[src/rtl/lieat_exu_alu_dpath.sv]
// Shared integer ALU datapath with one-hot op select and a registered, backpressured result stage.
// Define ALU_SHIFT_SERIAL_EN to replace the barrel shifter with a one-bit-per-cycle serial shifter.
module lieat_exu_alu_dpath #(
  parameter  int XLEN = 32,
  localparam int SHW  = $clog2(XLEN)
) (
  input  logic            clk,
  input  logic            rstn,
  input  logic            alu_req,
  output logic            alu_req_ready,
  input  logic [XLEN-1:0] alu_req_op1,
  input  logic [XLEN-1:0] alu_req_op2,
  input  logic            alu_req_add,
  input  logic            alu_req_sub,
  input  logic            alu_req_xor,
  input  logic            alu_req_sll,
  input  logic            alu_req_srl,
  input  logic            alu_req_sra,
  input  logic            alu_req_or,
  input  logic            alu_req_and,
  input  logic            alu_req_slt,
  input  logic            alu_req_sltu,
  input  logic            alu_req_lui,
  output logic            alu_res_valid,
  input  logic            alu_res_ready,
  output logic [XLEN-1:0] alu_req_res
);

  logic            accept;
  logic            consume;
  logic [SHW-1:0]  shamt;
  logic            lt_u;
  logic            lt_s;
  logic [XLEN-1:0] misc_res;

  assign accept  = alu_req && alu_req_ready;
  assign consume = alu_res_valid && alu_res_ready;
  assign shamt   = alu_req_op2[SHW-1:0];

  // Signed compare reuses the unsigned one: differing signs decide by op1's sign.
  assign lt_u = alu_req_op1 < alu_req_op2;
  assign lt_s = (alu_req_op1[XLEN-1] != alu_req_op2[XLEN-1]) ? alu_req_op1[XLEN-1] : lt_u;

  // Every non-shift op, OR-combined so that multi-flag requests merge their results.
  always_comb begin
    // NOTE: the default assignment first guarantees no latch for flags left unselected.
    misc_res = '0;
    if (alu_req_add)  misc_res = misc_res | (alu_req_op1 + alu_req_op2);
    if (alu_req_sub)  misc_res = misc_res | (alu_req_op1 - alu_req_op2);
    if (alu_req_xor)  misc_res = misc_res | (alu_req_op1 ^ alu_req_op2);
    if (alu_req_or)   misc_res = misc_res | (alu_req_op1 | alu_req_op2);
    if (alu_req_and)  misc_res = misc_res | (alu_req_op1 & alu_req_op2);
    if (alu_req_slt)  misc_res = misc_res | {{(XLEN-1){1'b0}}, lt_s};
    if (alu_req_sltu) misc_res = misc_res | {{(XLEN-1){1'b0}}, lt_u};
    if (alu_req_lui)  misc_res = misc_res | alu_req_op2;
  end

`ifdef ALU_SHIFT_SERIAL_EN

  typedef enum logic {
    IDLE,
    SHIFT
  } state_t;

  state_t          state;
  logic [SHW-1:0]  cnt;
  logic [XLEN-1:0] w_sll;
  logic [XLEN-1:0] w_srl;
  logic [XLEN-1:0] w_sra;
  logic [XLEN-1:0] rest;
  logic            f_sll;
  logic            f_srl;
  logic            f_sra;
  logic            is_shift;
  logic            go_serial;
  logic [XLEN-1:0] imm_res;
  logic [XLEN-1:0] nxt_sll;
  logic [XLEN-1:0] nxt_srl;
  logic [XLEN-1:0] nxt_sra;
  logic [XLEN-1:0] fin_res;

  assign alu_req_ready = (state == IDLE) && (!alu_res_valid || alu_res_ready);

  assign is_shift  = alu_req_sll || alu_req_srl || alu_req_sra;
  assign go_serial = accept && is_shift && (shamt != '0);

  // A zero shift amount of any kind yields op1 unchanged.
  assign imm_res = misc_res | (is_shift ? alu_req_op1 : '0);

  assign nxt_sll = {w_sll[XLEN-2:0], 1'b0};
  assign nxt_srl = {1'b0, w_srl[XLEN-1:1]};
  assign nxt_sra = {w_sra[XLEN-1], w_sra[XLEN-1:1]};

  // Final-step result: the last shift happens in the same edge that loads the output.
  assign fin_res = rest
                 | (f_sll ? nxt_sll : '0)
                 | (f_srl ? nxt_srl : '0)
                 | (f_sra ? nxt_sra : '0);

  // NOTE: sequential state uses non-blocking assignments so every register samples pre-edge values.
  always_ff @(posedge clk) begin
    if (!rstn) begin
      state         <= IDLE;
      cnt           <= '0;
      alu_res_valid <= 1'b0;
      alu_req_res   <= '0;
    end else begin
      case (state)
        IDLE: begin
          if (go_serial) begin
            state         <= SHIFT;
            cnt           <= shamt;
            alu_res_valid <= 1'b0;
          end else if (accept) begin
            alu_req_res   <= imm_res;
            alu_res_valid <= 1'b1;
          end else if (consume) begin
            alu_res_valid <= 1'b0;
          end
        end
        SHIFT: begin
          cnt <= cnt - SHW'(1);
          if (cnt == SHW'(1)) begin
            alu_req_res   <= fin_res;
            alu_res_valid <= 1'b1;
            state         <= IDLE;
          end
        end
        default: state <= IDLE;
      endcase
    end
  end

  // NOTE: pure datapath registers carry no reset; they are always loaded before they are read.
  always_ff @(posedge clk) begin
    if (go_serial) begin
      w_sll <= alu_req_op1;
      w_srl <= alu_req_op1;
      w_sra <= alu_req_op1;
      rest  <= misc_res;
      f_sll <= alu_req_sll;
      f_srl <= alu_req_srl;
      f_sra <= alu_req_sra;
    end else if (state == SHIFT) begin
      w_sll <= nxt_sll;
      w_srl <= nxt_srl;
      w_sra <= nxt_sra;
    end
  end

`else

  logic [XLEN-1:0] sll_res;
  logic [XLEN-1:0] srl_res;
  logic [XLEN-1:0] sra_res;
  logic [XLEN-1:0] comb_res;

  assign alu_req_ready = !alu_res_valid || alu_res_ready;

  assign sll_res = alu_req_op1 << shamt;
  assign srl_res = alu_req_op1 >> shamt;
  assign sra_res = $unsigned($signed(alu_req_op1) >>> shamt);

  assign comb_res = misc_res
                  | (alu_req_sll ? sll_res : '0)
                  | (alu_req_srl ? srl_res : '0)
                  | (alu_req_sra ? sra_res : '0);

  // NOTE: sequential state uses non-blocking assignments so every register samples pre-edge values.
  always_ff @(posedge clk) begin
    if (!rstn) begin
      alu_res_valid <= 1'b0;
      alu_req_res   <= '0;
    end else if (accept) begin
      alu_req_res   <= comb_res;
      alu_res_valid <= 1'b1;
    end else if (consume) begin
      alu_res_valid <= 1'b0;
    end
  end

`endif

endmodule

[config.mk]
export PLATFORM = sky130hd
export DESIGN_NAME = lieat_exu_alu_dpath
export DESIGN_NICKNAME = d
export VERILOG_FILES = /design/src/rtl/lieat_exu_alu_dpath.sv
export SDC_FILE = /design/constraint.sdc
export NUM_CORES = 1
export LEC_CHECK = 0
export CAP_MARGIN = 20
export CORE_UTILIZATION = 50
export DETAILED_ROUTE_END_ITERATION = 8
export PLACE_DENSITY = 0.73
export SETUP_SLACK_MARGIN = 0.1
export SYNTH_ARGS = -nofsm -noshare
export SYNTH_HDL_FRONTEND = slang
export SYNTH_SLANG_ARGS = --single-unit
[constraint.sdc]
create_clock -name clk -period 5.2 [get_ports clk]
set_clock_uncertainty 0.15 [all_clocks]
set_input_delay 0.78 -clock clk [delete_from_list [all_inputs] [get_ports clk]]
set_output_delay 0.78 -clock clk [all_outputs]
set_load 0.01 [all_outputs]
## After elaboration in Yosys (flattened, before gate mapping)

Index checks and enable logic that the tools add are counted.

| word-level totals | value |
|---|---|
| register bits | 33 |
| input port bits | 79 |
| output and inout bits | 34 |
| logic and storage cells | 41 |

| cells by class | value |
|---|---|
| $add $sub $neg | 2 |
| $lt $le $gt $ge | 1 |
| equal/unequal tests | 1 |
| shifts and indexed selects | 3 |
| mux-type cells | 14 |
| bitwise gates (word level) | 13 |
| reductions and logical operators | 5 |

Operators by type and width:

| operator | number |
|---|---|
| $mux W32 | 11 |
| $or A32 B32 Y32 | 9 |
| $or A32 B1 Y32 | 2 |
| $add A32 B32 Y32 | 1 |
| $and A32 B32 Y32 | 1 |
| $lt A32 B32 Y1 | 1 |
| $shl A32 B5 Y32 | 1 |
| $shr A32 B5 Y32 | 1 |
| $sshr A32 B5 Y32 | 1 |
| $sub A32 B32 Y32 | 1 |
| $xor A32 B32 Y32 | 1 |
| $mux W1 | 3 |
| $logic_and A1 B1 Y1 | 2 |
| $reduce_bool A2 Y1 | 1 |
| $logic_not A1 Y1 | 1 |
| $logic_or A1 B1 Y1 | 1 |
| $ne A1 B1 Y1 | 1 |

## Logic depth before layout (Yosys ltp)

Gate-level depths: netlist of run 1.

| logic depth | value |
|---|---|
| word-level depth | 19 |
| mapped depth | 15 |
| depth with buffers taken out | 13 |

## Least setup slack after synthesis of run 1

Ideal clock, no wire load.

| timing path | value |
|---|---|
| path type | input to register |
| start | input port alu_req_op2[2] |
| end | register alu_req_res[30] |
| library setup time | 122 ps |
| arrival time | 3931 ps |
| slack | 997 ps |
| cell stages on the path | 15 |
| path buffers | 3 |
| cell sequence | inv_2 > buf_1 > buf_1 > ha_1 > buf_2 > nor2_1 > o311a_1 > o211a_1 > o211ai_1 > nand4_1 > nand4_1 > a211oi_1 > mux2_1 > a221oi_1 > nor2_1 |

| between the ends | value |
|---|---|
| longest elaborated chain between the ends | 19 |
| elaborated cells between the ends (all ways) | 26 |
| those cells by class | add/sub (2); shift (3); mux (11); bitwise (10) |

RTL lines:

| element | line | source |
|---|---|---|
| from (decl) | 12 | `input logic [XLEN-1:0] alu_req_op2,` |
| $add A32 B32 Y32 | 48 | `if (alu_req_add) misc_res = misc_res \| (alu_req_op1 + alu_req_op2);` |
| $mux W32 | 48 |  |
| $or A32 B32 Y32 | 49 | `if (alu_req_sub) misc_res = misc_res \| (alu_req_op1 - alu_req_op2);` |
| $mux W32 | 49 |  |
| $or A32 B32 Y32 | 50 | `if (alu_req_xor) misc_res = misc_res \| (alu_req_op1 ^ alu_req_op2);` |
| $mux W32 | 50 |  |
| $or A32 B32 Y32 | 51 | `if (alu_req_or) misc_res = misc_res \| (alu_req_op1 \| alu_req_op2);` |
| $mux W32 | 51 |  |
| [... 3 more ...] | n/a |  |
| $mux W32 | 53 | `if (alu_req_slt) misc_res = misc_res \| {{(XLEN-1){1'b0}}, lt_s};` |
| $or A32 B1 Y32 | 54 | `if (alu_req_sltu) misc_res = misc_res \| {{(XLEN-1){1'b0}}, lt_u};` |
| $mux W32 | 54 |  |
| $or A32 B32 Y32 | 55 | `if (alu_req_lui) misc_res = misc_res \| alu_req_op2;` |
| $mux W32 | 55 |  |
| $or A32 B32 Y32 | 165 | `\| (alu_req_sll ? sll_res : '0)` |
| $or A32 B32 Y32 | 166 | `\| (alu_req_srl ? srl_res : '0)` |
| $or A32 B32 Y32 * | 167 | `\| (alu_req_sra ? sra_res : '0);` |
| to (signal assigned) | 175 | `alu_req_res <= comb_res;` |
| to (decl) | 26 | `output logic [XLEN-1:0] alu_req_res` |

Every way passes the cells marked *; elsewhere a longest branch is shown, timed or not.
A chain may end at the register's enable or synchronous reset.

## Worst setup path after layout of run 1

| timing path | value |
|---|---|
| start | input port alu_req_op1[10] |
| end | register alu_req_res[31] |

| between the ends | value |
|---|---|
| longest elaborated chain between the ends | 19 |
| elaborated cells between the ends (all ways) | 26 |
| those cells by class | add/sub (2); shift (3); mux (11); bitwise (10) |

RTL lines:

| element | line | source |
|---|---|---|
| from (decl) | 11 | `input logic [XLEN-1:0] alu_req_op1,` |
| $add A32 B32 Y32 | 48 |  |
| $mux W32 | 48 |  |
| $or A32 B32 Y32 | 49 |  |
| $mux W32 | 49 |  |
| $or A32 B32 Y32 | 50 |  |
| $mux W32 | 50 |  |
| $or A32 B32 Y32 | 51 |  |
| $mux W32 | 51 |  |
| [... 3 more ...] | n/a |  |
| $mux W32 | 53 |  |
| $or A32 B1 Y32 | 54 |  |
| $mux W32 | 54 |  |
| $or A32 B32 Y32 | 55 |  |
| $mux W32 | 55 |  |
| $or A32 B32 Y32 | 165 |  |
| $or A32 B32 Y32 | 166 |  |
| $or A32 B32 Y32 * | 167 |  |

Marked as above.

==> flow_summary.toml, run 1 <==
[timing]
max_freq_ghz = 0.217
fin_tns_setup_ns = 0
rsz0062_at_grt = "no"
final.period_utilization = 0.885
hold_viol = 0
finalCriticalPeriod_ns = 4.60
maxSlewHeadroom = 0.442
tightest_slew_ns = 0.833
drv_slew = 0
setup_viol = 0

[power_and_ir_drop]
p_per_area_nw_per_um2 = 169
ir_drop_v = 0.000137
power.leakage_uw = 0.00481
power_uw = 1870

[route]
via_per_inst = 6.85
drtIter0Drc = 1527
wl_per_cell_um = 25.4
first_pass_iters = 6
drtAntennaViolNets = 0
drc = 0
num_vias = 12051
wirelength_um = 44700

[synth]
synth.cell_area_um2 = 9580
ys_top_cells_by_count = "156 x o21ai_0, 155 x nand2_1, 143 x nor2_1, 141 x a21oi_1"
netlist.top_cell.by_area = "ha_1"
syn_inst = 1473
yosysMostFrequentCell = "o21ai_0"
synth_nets = 1651
yosys-top-cells-area = "ha_1 13%, o21ai_0 8.2%, a21oi_1 7.4%, dfxtp_1 6.9%, mux2i_1 6.8%"
yosys.area.top_type_share = 0.127
synth.distinct_cells = 82
synth-edff-count = 0
syn_avg_cell_area_um2 = 6.50
yosys_warnings = 0
yosys_register_bits = 33
ys_async_sr_fraction = 0
ys.flop_type = "dfxtp_1"
synth_seq_area_share = 0.0690

[placement]
place_congestion = 1.04
place_inst = 1750
post-dp-hpwl_um = 34300
portBuffers = 112

[die]
core_um2 = 18800
die-area_um2 = 19700
num_io_pins = 113
start_util = 0.510
chipHeight_um = 140
die_w_um = 140
rows = 50

[clock_tree]
cts_setup_buffers = 0
clk_latency_ns = 0.29
cts_hold_buffers = 0
cts_buffers = 5
cts_resized = 0
clock-sinks = 33
htree_levels = 2
clk_path_buf_depth = 2
cts_tree = "done"
clock-root-buffer = "clkbuf_16"
cts.reportedPaths.clkPinSlew_ns = 0.07

[hold_path]
min_path_type = "register to register"
holdPathStages = 1
min_to = "alu_req_res[4]$_SDFFE_PN0P_"
hold_path.startpoint = "alu_req_res[4]$_SDFFE_PN0P_"

[critical_path]
reg2reg_slack_ns = 2.25
crit_path_start_kind = "input pin"
cp-end-kind = "register"
r2r_end = "alu_req_res[26]$_SDFFE_PN0P_"
required_ns = 5.28
ff2ff_path_depth = 8
path_class = "input pin to register"
rr_startpoint = "alu_res_valid$_SDFFE_PN0P_"
critPathMaxFanout = 12
worstPathArrival_ns = 4.68

[global_routing]
grt_max_degree = 99
antenna_found_initial = 1
grt_usage = 0.446
first_global_vias = 11070
grt_pass1_wl_um = 66700
grt_overflow_total = 0

[outcome]
run_status = "completed"

[finish]
area_growth_pct = 15.2
layout.nets = 1701
n_antenna_cell = 0
layout-drive-gt1-share = 0.0656
fin_cells = 1758
n_fill_cell = 1875

[run]
maxCapViolations = 0
report_power, final:
part           total [uW]  switching (uW)  internal, uW
sequential            290            13.6           276
combinational        1230             775           458
clock                 342             139           204
worst max-delay path by stage:
| stage | from | to | slack (ns) | depth (start not counted) |
|---|---|---|---|---|
| floorplan | alu_req_op2[2] | alu_req_res[30]$_SDFFE_PN0P_ | 1.0 | 15 |
| global placement | alu_req_op1[10] | alu_req_res[31]$_SDFFE_PN0P_ | 0.49 | 13 |
| detailed placement | alu_req_op1[10] | alu_req_res[31]$_SDFFE_PN0P_ | 0.48 | 13 |
| CTS | alu_req_op1[10] | alu_req_res[31]$_SDFFE_PN0P_ | 0.74 | 13 |
| global route | alu_req_op1[10] | alu_req_res[31]$_SDFFE_PN0P_ | 0.46 | 13 |
| finish | alu_req_op1[10] | alu_req_res[31]$_SDFFE_PN0P_ | 0.60 | 13 |
cell usage in the layout, fill, tap and decap left out, drive strengths merged, types with 16 or more instances in the layout:
cell	n
a22oi	19
nand3	34
a221oi	32
nand2b	18
o21ai	166
inv	101
mux2i	65
a31oi	26
nor2	144
nor3	23
a21oi	141
ha	97
a211oi	16
dfxtp	33
buf	52
xnor2	18
nand2	155
a21o	20
clkdlybuf4s50	108
metrics by stage:
step | util | instance area (um^2) | hold slack [ns] | setup slack (ns)
2_1_floorplan | - | 9580 | 0.389 | 0.997
3_3_place_gp | 0.579 | 10900 | 0.340 | 0.489
3_5_place_dp | 0.579 | 10900 | 0.341 | 0.483
4_1_cts | 0.588 | 11000 | 0.366 | 0.740
5_1_grt | 0.588 | 11000 | 0.398 | 0.465
6_report | 0.588 | 11000 | 0.365 | 0.600
sequential cells by signal, summed over array words and instances, names as in the netlist:
signal	flops
alu_req_res	32
alu_res_valid	1
layout make-up:
class,count,area [um^2],share of cell area
clock inverter,1,5.00,0.000454
timing repair buffer,160,1480,0.134
tap,234,293,0.0265
multi-input combinational,1220,8060,0.730
clock buffer,7,153,0.0138
sequential,33,661,0.0599
inverter,103,387,0.0350
critical path: stages:
cell and delay [ns]:
clkdlybuf4s50_1 0.78, inv_1 0.13, ha_1 0.49, or3_1 0.41, or4_1 0.42, a211oi_2 0.35, o21ai_1 0.23, a31oi_1 0.25
a221oi_1 0.14, a211oi_1 0.30, xnor2_1 0.16, nand2_1 0.07, a21oi_1 0.15
kinds of logic (layout without fill, tap and decap cells):
| logic type | after synthesis | count (layout) | synth area share |
|---|---|---|---|
| adders and majority gates | 99 | 99 | 0.131 |
| DFF | 33 | 33 | 0.0690 |
| muxes | 81 | 81 | 0.0973 |
| buffers and inverters | 220 | 271 | 0.0895 |
| and+or+nand+nor | 446 | 446 | 0.208 |
| xor gates and xnor gates | 24 | 24 | 0.0219 |
| AOI/OAI and AO/OA | 570 | 570 | 0.383 |
routing by layer:
layer / track usage / share of wire / up-vias / wire length (um)
li1: - / - / 5491 / -
met1: 0.557 / 0.38 / 5521 / 17000
met2: 0.698 / 0.43 / 844 / 19300
met3: 0.0786 / 0.11 / 195 / 4820
met4: 0.310 / 0.079 / 0 / 3550
met5: 0 / 0 / - / 0
(Power assumes the default switching activity.)
==> run 2: changes to the inputs <==
--- a/config.mk
+++ b/config.mk
@@ -7,8 +7,9 @@
 export LEC_CHECK = 0
 export CAP_MARGIN = 20
 export CORE_UTILIZATION = 50
+export CTS_CLUSTER_SIZE = 12
 export DETAILED_ROUTE_END_ITERATION = 8
-export PLACE_DENSITY = 0.73
+export PLACE_DENSITY_LB_ADDON = 0.25
 export SETUP_SLACK_MARGIN = 0.1
 export SYNTH_ARGS = -nofsm -noshare
 export SYNTH_HDL_FRONTEND = slang
==> run 2 against run 1 <==
Worst hold slack about the same. Design area about the same. Clock power down 6.4%. Critical endpoint unchanged.
==> flow_summary.toml, run 2 (synthesized netlist as in run 1, its figures left out) <==
[outcome]
run_status = "completed"

[power_and_ir_drop]
p_per_area_nw_per_um2 = 168
power_uw = 1850
power.leakage_uw = 0.00482
ir_drop_v = 0.000127

[route]
drtAntennaViolNets = 0
first_pass_iters = 6
drtIter0Drc = 1658
drc = 0
via_per_inst = 6.90
num_vias = 12166
wirelength_um = 45800
wl_per_cell_um = 26.0

[clock_tree]
cts_hold_buffers = 0
cts_buffers = 5
clk_latency_ns = 0.30
cts_resized = 0
clk_path_buf_depth = 2
cts_setup_buffers = 0
cts_tree = "done"
clock-root-buffer = "clkbuf_16"
htree_levels = 2
clock-sinks = 33
cts.reportedPaths.clkPinSlew_ns = 0.07

[critical_path]
slowest_delay_ns = 0.75
cp-end-kind = "register"
rr_startpoint = "alu_res_valid$_SDFFE_PN0P_"
required_ns = 5.28
path_cells = "clkdlybuf4s50_1 > inv_1 > ha_1 > or3_1 > or4_1 > a211oi_2 > o21ai_1 > a31oi_1 > a221oi_1 > a211oi_1 > xnor2_1 > nand2_1 > a21oi_1"
crit_path_start_kind = "input pin"
ff2ff_path_depth = 9
path_class = "input pin to register"
critPathMaxFanout = 12
startpoint = "alu_req_op1[10]"
crit_slowest_cell = "clkdlybuf4s50_1"
r2r_end = "alu_req_res[26]$_SDFFE_PN0P_"
cp-endpoint = "alu_req_res[31]$_SDFFE_PN0P_"
reg2reg_slack_ns = 2.32
worstPathArrival_ns = 4.56

[timing]
setup_viol = 0
final.period_utilization = 0.861
max_freq_ghz = 0.223
rsz0062_at_grt = "no"
finalCriticalPeriod_ns = 4.48
fin_tns_setup_ns = 0
hold_viol = 0
holdWs_ns = 0.365
tightest_slew_ns = 0.899
drv_slew = 0
maxSlewHeadroom = 0.399

[global_routing]
grt_util_met2 = 0.739
antenna_found_initial = 1
grt_pass1_wl_um = 68400
grt.busiest_layer = "met2"
grt_overflow_total = 0
first_global_vias = 11236
grt_util_met1 = 0.568
grt_max_degree = 73
met3_usage = 0.0749
grt_usage = 0.458

[placement]
place_inst = 1754
place_congestion = 1.02
post-dp-hpwl_um = 35200
portBuffers = 112

[die]
die_w_um = 140
chipHeight_um = 140
core_um2 = 18800
rows = 50
start_util = 0.510
num_io_pins = 113
die-area_um2 = 19700

[finish]
final_common_cell = "o21ai_0"
mostFrequentLayoutCells = "156 x o21ai_0, 155 x nand2_1, 143 x nor2_1, 141 x a21oi_1, 108 x clkdlybuf4s50_1"
reg_top3 = "alu_req_res x32, alu_res_valid x1"
largest_reg_flops = 32
fin_cells = 1762
area_growth_pct = 15.3
layout.nets = 1705
layout-drive-gt1-share = 0.0668
top_register = "alu_req_res"

[run]
maxCapViolations = 0

[hold_path]
min_path_type = "register to register"
run 2: changes by cell type in the layout (fill, tap and decap cells not counted), sizes merged:
cell / delta
clkinv: -1
diode: +1
buf: +4
run 2: worst min-delay path by stage:
| stage | slack, ns | start | cells past startpoint | end |
|---|---|---|---|---|
| 2_1_floorplan | 0.39 | alu_req_res[4]$_SDFFE_PN0P_ | 1 | alu_req_res[4]$_SDFFE_PN0P_ |
| 3_3_place_gp | 0.34 | alu_req_res[4]$_SDFFE_PN0P_ | 1 | alu_req_res[4]$_SDFFE_PN0P_ |
| 3_5_place_dp | 0.35 | alu_req_res[4]$_SDFFE_PN0P_ | 1 | alu_req_res[4]$_SDFFE_PN0P_ |
| 4_1_cts | 0.37 | alu_req_res[4]$_SDFFE_PN0P_ | 1 | alu_req_res[4]$_SDFFE_PN0P_ |
| 5_1_grt | 0.38 | alu_req_res[25]$_SDFFE_PN0P_ | 2 | alu_req_res[25]$_SDFFE_PN0P_ |
| 6_report | 0.36 | alu_req_res[25]$_SDFFE_PN0P_ | 2 | alu_req_res[25]$_SDFFE_PN0P_ |
run 2: cell type report:
| cell class | instances | area [um^2] |
|---|---|---|
| diodes | 1 | 2.50 |
| inverters | 103 | 387 |
| clock buffers | 7 | 143 |
| well taps | 234 | 293 |
| multi-input cells | 1220 | 8060 |
| repair buffers | 164 | 1490 |
| fillers | 1888 | 7730 |
| flip-flops and latches | 33 | 661 |
run 2: power by group:
group          switching (uW)  internal, uW  leakage, uW  total, uW
Sequential               13.1           277     0.000276        290
Combinational             783           460      0.00447       1240
Clock                     131           189    0.0000700        320
run 2: metrics by stage:
step                      utilization  area [um^2]  setup WS (ns)
after floorplan                     -         9580          0.997
after global placement          0.580        10900          0.589
after detailed placement        0.580        10900          0.535
after CTS                       0.588        11000          0.832
after global routing            0.588        11000          0.489
final                           0.588        11000          0.723
run 2: critical path: cells and delay by family:
kind            cells  cell delay [ns]
compound gates      6             1.36
simple gates        3             0.90
fa+ha+maj           1             0.47
xor+xnor            1             0.15
buf+inv             2             0.88
run 2: routing by layer:
layer,part of all wire,up-vias,wire (um)
li1,-,5488,-
met1,0.38,5574,17400
met2,0.44,897,20100
met3,0.11,207,4860
met4,0.074,0,3400
met5,0,-,0
==> run 3: changes to the inputs <==
--- a/config.mk
+++ b/config.mk
@@ -6,9 +6,13 @@
 export NUM_CORES = 1
 export LEC_CHECK = 0
 export CAP_MARGIN = 20
-export CORE_UTILIZATION = 50
+export CELL_PAD_IN_SITES_DETAIL_PLACEMENT = 1
+export CELL_PAD_IN_SITES_GLOBAL_PLACEMENT = 1
+export CORE_ASPECT_RATIO = 1.4
+export CORE_UTILIZATION = 42
 export CTS_CLUSTER_SIZE = 12
 export DETAILED_ROUTE_END_ITERATION = 8
+export MAX_ROUTING_LAYER = met4
 export PLACE_DENSITY_LB_ADDON = 0.25
 export SETUP_SLACK_MARGIN = 0.1
 export SYNTH_ARGS = -nofsm -noshare
==> run 3 against run 2 <==
Power up 5.3%. Final cell count up 3.3%. Non-clock buffer count fell by 12. Worst hold slack got worse by 0.014 ns. Setup slack lost 0.30 ns. Critical path depth is the same. Clock power is 24% higher. Wire length is 8.6% higher. Via count is 0.71% higher. Sequential power hardly changed. Register-to-register slack got worse by 0.58 ns.
==> flow_summary.toml, run 3 (synthesized netlist as in run 1, its figures left out) <==
[timing]
hold_viol = 0
drv_slew = 0
setup_viol = 0
maxSlewHeadroom = 0.382
finalCriticalPeriod_ns = 4.78
final.period_utilization = 0.919
tightest_slew_ns = 0.917
fin_tns_setup_ns = 0
max_freq_ghz = 0.209
rsz0062_at_grt = "no"

[placement]
post-dp-hpwl_um = 38300
place_congestion = 1.06
portBuffers = 112

[critical_path]
required_ns = 5.24
path_cells = "clkdlybuf4s50_1 > inv_1 > fa_1 > nor2b_1 > o2111ai_1 > a311oi_1 > o21ai_0 > a21oi_1 > a21oi_1 > o311ai_1 > xor2_1 > a221oi_1 > nor2_1"
worstPathArrival_ns = 4.82
cp-end-kind = "register"
path_buf_inv = 2
crit_slowest_cell = "clkdlybuf4s50_1"
critPathMaxFanout = 8
slowest_delay_ns = 0.63
crit_path_start_kind = "input pin"
cpMostUsedCell = "a21oi_1"
path_class = "input pin to register"
crit_family = "compound AO/OA/AOI/OAI gates"

[global_routing]
antenna_found_initial = 3
first_global_vias = 12105
grt_max_degree = 99
grt_overflow_total = 0
grt_usage = 0.437
grt_pass1_wl_um = 74100

[finish]
top_register = "alu_req_res"
layout-drive-gt1-share = 0.0620
final_common_cell = "o21ai_0"
area_growth_pct = 15.8
reg_top3 = "alu_req_res x32, alu_res_valid x1"
mostFrequentLayoutCells = "156 x o21ai_0, 155 x nand2_1, 143 x nor2_1, 141 x a21oi_1, 108 x clkdlybuf4s50_1"
n_fill_cell = 2989
register_area_um2 = 661
multiInputGateArea_um2 = 8070
layout.nets = 1693
utilization = 0.494
largest_reg_flops = 32

[power_and_ir_drop]
p_per_area_nw_per_um2 = 176
power_uw = 1950
power.leakage_uw = 0.00478
ir_drop_v = 0.000134

[run]
maxCapViolations = 0

[clock_tree]
cts_setup_buffers = 0
clk_path_buf_depth = 2
clock-root-buffer = "clkbuf_16"
cts.reportedPaths.clkPinSlew_ns = 0.06
cts_tree = "done"
cts_resized = 0
clock-sinks = 33
cts_hold_buffers = 0
cts_buffers = 5
clk_latency_ns = 0.31
htree_levels = 2

[die]
start_util = 0.427
die-area_um2 = 23400
chipHeight_um = 181
num_io_pins = 113
rows = 65
core_um2 = 22400
die_w_um = 130

[hold_path]
min_path_type = "register to register"

[outcome]
run_status = "completed"

[route]
wl_per_cell_um = 27.3
drtIter0Drc = 1164
first_pass_iters = 5
wirelength_um = 49800
num_vias = 12252
drc = 0
via_per_inst = 6.73
drtAntennaViolNets = 0
[run 3: changes by cell type in the layout (fill, tap and decap cells not counted), sizes merged]
cell      before  now
bufinv         0    1
clkinvlp       0    1
diode          1    3
clkbuf         7    6
buf           56   44
[run 3: final cells by class]
type	count	area share
sequential	33	0.0596
antenna	3	0.000677
inverter	103	0.0349
multi-input combinational	1220	0.727
clock inverter	2	0.00338
timing repair buffer	152	0.128
tap	301	0.0340
clock buffer	6	0.0125
[run 3: layer usage]
metal | wire length (um) | global-route usage
met1 | 20000 | 0.546
met2 | 22800 | 0.682
met3 | 4200 | 0.0600
met4 | 2750 | 0.213
met5 | 0 | -
[run 3: worst paths after layout]
| check | startpoint | to | slack (ns) | cells after the start |
|---|---|---|---|---|
| setup / recovery | alu_req_op1[1] | alu_req_res[24]$_SDFFE_PN0P_ | 0.42 | 13 |
| hold / removal | alu_req_res[4]$_SDFFE_PN0P_ | alu_req_res[4]$_SDFFE_PN0P_ | 0.35 | 1 |
| setup reg to reg | alu_res_valid$_SDFFE_PN0P_ | alu_req_res[28]$_SDFFE_PN0P_ | 1.74 | 10 |
| hold reg to reg | alu_req_res[4]$_SDFFE_PN0P_ | alu_req_res[4]$_SDFFE_PN0P_ | 0.35 | 1 |
[run 3: worst reg2reg max path, stage by stage, from the launching register on]
cell and delay (ns):
dfxtp_1 0.32, nand2b_1 0.17, and2_2 0.53, nand2_1 0.36, nor3_1 0.37, o21ai_0 0.15, a2111oi_1 0.58, buf_4 0.25
and3b_1 0.19, nor3_1 0.06, o221a_1 0.21
[run 3: metrics by stage]
step / setup WS (ns) / area (um^2) / hold WS, ns / std cells
detailed placement: 0.178 / 10900 / 0.344 / 1809
global placement: 0.246 / 10900 / 0.335 / 1809
floorplan: 0.997 / 9580 / 0.389 / 1473
finish: 0.421 / 11100 / 0.351 / 1820
CTS: 0.472 / 11100 / 0.354 / 1817
global route: 0.185 / 11100 / 0.380 / 1820
[run 3: power by group]
part / leakage (uW) / internal, uW / switching, uW
clock: 0.0000831 / 240 / 157
combinational: 0.00442 / 455 / 808
sequential: 0.000276 / 276 / 13.1
